**config.mk**
```make
export PLATFORM = sky130hd
export DESIGN_NAME = sram_rmw_ctrl
export DESIGN_NICKNAME = d
export VERILOG_FILES = /design/src/rtl/sram_rmw_ctrl.sv
export SDC_FILE = /design/constraint.sdc
export NUM_CORES = 1
export LEC_CHECK = 0
export CAP_MARGIN = 25
export CORE_MARGIN = 5
export CORE_UTILIZATION = 54
export CTS_BUF_LIST = sky130_fd_sc_hd__clkbuf_2 sky130_fd_sc_hd__clkbuf_4 sky130_fd_sc_hd__clkbuf_8
export DETAILED_ROUTE_END_ITERATION = 10
export PLACE_DENSITY = 0.92
export SETUP_SLACK_MARGIN = 0.1
export SYNTH_ARGS = -nofsm -noshare
export SYNTH_HDL_FRONTEND = slang
export SYNTH_SLANG_ARGS = --single-unit
```
**constraint.sdc**
```tcl
create_clock -name clk_i -period 6.83 [get_ports clk_i]
set_clock_uncertainty 0.05 [all_clocks]
set_input_delay 0.683 -clock clk_i [delete_from_list [all_inputs] [get_ports clk_i]]
set_output_delay 0.683 -clock clk_i [all_outputs]
set_load 0.1 [all_outputs]
```
**src/rtl/sram_rmw_ctrl.sv**
```systemverilog
// Front-end for a single-port SRAM macro without a byte mask. Requests are
// handled one at a time, and partial writes become a read followed by a merged write.
module sram_rmw_ctrl #(
  parameter int   AW      = 13,
  parameter int   DW      = 32,
  parameter logic DLY_VAL = 1'b1,
  localparam int  BW      = DW / 8
) (
  input  logic          clk_i,
  input  logic          rst_i,
  input  logic          req_valid_i,
  output logic          req_ready_o,
  input  logic          req_we_i,
  input  logic [AW-1:0] req_addr_i,
  input  logic [DW-1:0] req_wdata_i,
  input  logic [BW-1:0] req_be_i,
  output logic          rsp_valid_o,
  input  logic          rsp_ready_i,
  output logic [DW-1:0] rsp_rdata_o,
  output logic          sram_men_o,
  output logic          sram_wen_o,
  output logic          sram_ren_o,
  output logic [AW-1:0] sram_addr_o,
  output logic [DW-1:0] sram_din_o,
  output logic          sram_dly_o,
  input  logic [DW-1:0] sram_dout_i
);

  typedef enum logic [1:0] {IDLE, RD, MERGE, RSP} state_t;

  state_t          state_q;
  logic            ready_q;
  logic            valid_q;
  logic [DW-1:0]   rsp_rdata_q;
  logic [AW-1:0]   addr_q;
  logic [DW-1:0]   wdata_q;
  logic [BW-1:0]   be_q;
  logic [AW-1:0]   addr_last_q;
  logic [DW-1:0]   din_last_q;
  logic [DW-1:0]   merge_data;
  logic            accept;
  logic            be_full;
  logic            be_none;

  assign accept  = req_valid_i && ready_q;
  assign be_full = &req_be_i;
  assign be_none = ~|req_be_i;

  // Old bytes come straight from the macro output in the cycle after the read edge.
  for (genvar gi = 0; gi < BW; gi++) begin : g_merge
    assign merge_data[8*gi +: 8] = be_q[gi] ? wdata_q[8*gi +: 8] : sram_dout_i[8*gi +: 8];
  end

  always_comb begin
    sram_men_o  = 1'b0;
    sram_wen_o  = 1'b0;
    sram_ren_o  = 1'b0;
    sram_addr_o = addr_last_q;
    sram_din_o  = din_last_q;
    if (!rst_i) begin
      case (state_q)
        IDLE: begin
          if (req_valid_i) begin
            if (!req_we_i || !be_full) begin
              if (!req_we_i || !be_none) begin
                sram_men_o  = 1'b1;
                sram_ren_o  = 1'b1;
                sram_addr_o = req_addr_i;
              end
            end else begin
              sram_men_o  = 1'b1;
              sram_wen_o  = 1'b1;
              sram_addr_o = req_addr_i;
              sram_din_o  = req_wdata_i;
            end
          end
        end
        MERGE: begin
          sram_men_o  = 1'b1;
          sram_wen_o  = 1'b1;
          sram_addr_o = addr_q;
          sram_din_o  = merge_data;
        end
        default: ;
      endcase
    end
  end

  assign req_ready_o = ready_q;
  assign rsp_valid_o = valid_q;
  assign rsp_rdata_o = rsp_rdata_q;
  assign sram_dly_o  = DLY_VAL;

  // Address and data pins hold their last driven value while the macro is idle.
  always_ff @(posedge clk_i or posedge rst_i) begin
    if (rst_i) begin
      addr_last_q <= '0;
      din_last_q  <= '0;
    end else begin
      addr_last_q <= sram_addr_o;
      din_last_q  <= sram_din_o;
    end
  end

  always_ff @(posedge clk_i or posedge rst_i) begin
    if (rst_i) begin
      state_q     <= IDLE;
      ready_q     <= 1'b1;
      valid_q     <= 1'b0;
      rsp_rdata_q <= '0;
      addr_q      <= '0;
      wdata_q     <= '0;
      be_q        <= '0;
    end else begin
      case (state_q)
        IDLE: begin
          if (accept) begin
            ready_q <= 1'b0;
            if (!req_we_i) begin
              state_q <= RD;
            end else if (be_full || be_none) begin
              state_q     <= RSP;
              valid_q     <= 1'b1;
              rsp_rdata_q <= '0;
            end else begin
              state_q <= MERGE;
              addr_q  <= req_addr_i;
              wdata_q <= req_wdata_i;
              be_q    <= req_be_i;
            end
          end
        end
        RD: begin
          rsp_rdata_q <= sram_dout_i;
          valid_q     <= 1'b1;
          state_q     <= RSP;
        end
        MERGE: begin
          rsp_rdata_q <= '0;
          valid_q     <= 1'b1;
          state_q     <= RSP;
        end
        RSP: begin
          if (rsp_ready_i) begin
            valid_q <= 1'b0;
            ready_q <= 1'b1;
            state_q <= IDLE;
          end
        end
        default: state_q <= IDLE;
      endcase
    end
  end

endmodule

```
==> flow_summary.ini <==
[setup_path]
crit_arrival_ns = 4.27
path_depth = 6
crit_slowest_cell = clkdlybuf4s50_1
cp_num_buf_inv = 4
path_class = input pin to output pin
critPathRequiredTime_ns = 6.10
path_cells = clkdlybuf4s50_1 -> inv_4 -> nand2_1 -> buf_16 -> o221ai_1 -> clkdlybuf4s50_1
max_stage_delay_ns = 1.21
path_delay_family = buffers and inverters
cp-start-kind = input pin
worst_setup_path_end_kind = output pin
cp_max_fo = 62
r2r_setup_slack_ns = 4.21
cpMostUsedCell = clkdlybuf4s50_1
ff2ff_path_depth = 6

[cells_and_area]
antennaDiodeCount = 0
syn2layout_area_growth_pct = 35.1
drive_gt1_share_pct = 13.9
multi_input_area_um2 = 2610
final_common_cell = clkdlybuf4s50_1
seq_area_um2 = 3250
fill_cells = 731
nNetsFinal = 774
final_area_um2 = 8410
mostFrequentLayoutCells = clkdlybuf4s50_1, dfrtp_1, nand2_1

[die]
num_rows = 39
die_x_um = 117
io_pins = 169
die_y_um = 117
die-area_um2 = 13800
initial_core_util_pct = 54.7
fp.coreArea_um2 = 11400

[place]
dp_hpwl_mm = 11.8
io_buffers = 167
dpl_cell_area_um2 = 7940
gp_congestion = 0.879

[timing]
worst_pin_slew_ns = 1.03
rsz0062_at_grt = no
setup_violations = 0
fin_hold_ws_ns = 0.437
maxSlewHeadroom_pct = 31.5
hold_viol = 0
drv_slew = 0
post-route-period-util_pct = 73.2
period_minus_slack_ns = 5.00
clock.fmax_mhz = 200
setup_tns_ns = 0

[drt]
drc_errors = 0
via_per_inst = 5.67
final_antenna_net_count = 0
drt-initial-drc-count = 376
wirelength_mm = 17.2
via_count = 4765
first_pass_iters = 5
wire_per_inst_um = 20.5

[clock_tree]
h-tree-depth = 4
cts_root_buf = clkbuf_8
cts_resized = 0
clockBufferDepth = 2
cts_made_buffers = 17
cts_setup_buffers = 0
cts.clk_slew.worst_paths_ns = 0.07
insertion_delay_ns = 0.44
holdBufCountCts = 0
cts_tree = yes
clock-sinks = 130

[global_route]
grt_pass1_vias = 5220
gr-usage-all-layers_pct = 25.4
grt-ovfl-total = 0
antenna_found_initial = 0
grt_pass1_wl_mm = 28.2
grt_max_degree = 73

[worst_hold_path]
hold_depth = 1
hold_class = register to register

[synth]
ys_warn_count = 0
synth_top_cell_area_share_pct = 51.9
synth_top_cell_by_area = dfrtp_1
seq_area_frac_synth_pct = 52.3
ys.flop_type = dfrtp_1
synthCells = 525
netlist_area_um2 = 6220
synth_edf_count = 0
syn_nets = 615
syn_area_per_cell_um2 = 11.9
yosysUniqueCellTypes = 35
synth_area_leaders = dfrtp_1, mux2i_1, mux2_4
ys_async_sr_fraction_pct = 100
synth-seq-cells = 130

[status]
status = finished clean

[run]
maxCapViolCount = 0
==> synthesized netlist by cell type, types with 2 or more instances <==
library cell,n
clkbuf_1,12
o221ai_1,32
a22oi_1,13
buf_2,9
nor2_1,6
inv_1,37
buf_6,6
nand2b_1,2
dfrtp_1,129
a21oi_1,6
mux2_4,49
buf_8,3
nand2_1,100
buf_4,2
mux2i_1,77
o21ai_1,16
ha_1,4
nor2b_1,2
buf_1,4
==> stage by stage <==
step | utilization (%) | worst slack (ns) | cells
floorplan | - | 1.72 | 525
global placement | 69.6 | 1.65 | 806
detailed placement | 69.8 | 1.65 | 807
CTS | 73.9 | 1.61 | 839
global route | 74.0 | 1.53 | 840
finish | 74.0 | 1.83 | 840
==> per-layer routing <==
layer	GRT usage [%]	share of wire, %	wire length (µm)
met1	30.8	41	7050
met2	43.5	50	8680
met3	7.65	6.7	1140
met4	7.98	1.9	324
met5	0	0	0
==> flip-flops by register name, summed over array words and instances, names as in the netlist <==
register and flops:
state_q 2, rsp_rdata_o 32, addr_q 13, din_last_q 32, be_q 4, wdata_q 32
addr_last_q 13, rsp_valid_o 1, req_ready_o 1
==> logic make-up after synthesis <==
group,after synthesis,synth area share [%]
AO/OA/AOI/OAI,75,8.93
adder cells (fa/ha/maj),4,0.804
buffers and inverters,74,6.03
flip-flops,130,52.3
multiplexers,126,24.2
other,1,0.0603
AND/OR/NAND/NOR,115,7.66
==> area by class of cell <==
| type | instances | share of cell area, % |
|---|---|---|
| Inverter | 38 | 1.73 |
| Sequential cell | 130 | 38.7 |
| Clock buffer | 21 | 3.29 |
| Timing Repair Buffer | 176 | 20.9 |
| Tap cell | 143 | 2.13 |
| Multi-Input combinational cell | 321 | 31.1 |
| Clock inverter | 11 | 2.17 |
==> path summary, 6_finish.rpt <==
| kind | startpoint | to |
|---|---|---|
| setup / recovery | rst_i | sram_din_o[18] |
| hold / removal | rsp_valid_o$_DFFE_PP0P_ | rsp_valid_o$_DFFE_PP0P_ |
| setup reg to reg | state_q[0]$_DFFE_PP0P_ | rsp_rdata_o[17]$_DFFE_PP0P_ |
| hold reg to reg | rsp_valid_o$_DFFE_PP0P_ | rsp_valid_o$_DFFE_PP0P_ |
| max in group asynchronous | rst_i | wdata_q[16]$_DFFE_PP0P_ |
| min in group asynchronous | rst_i | addr_last_q[12]$_DFF_PP0_ |
Power is not shown: default switching activity piles up to over one toggle a cycle in this logic, so the estimate is an artifact.
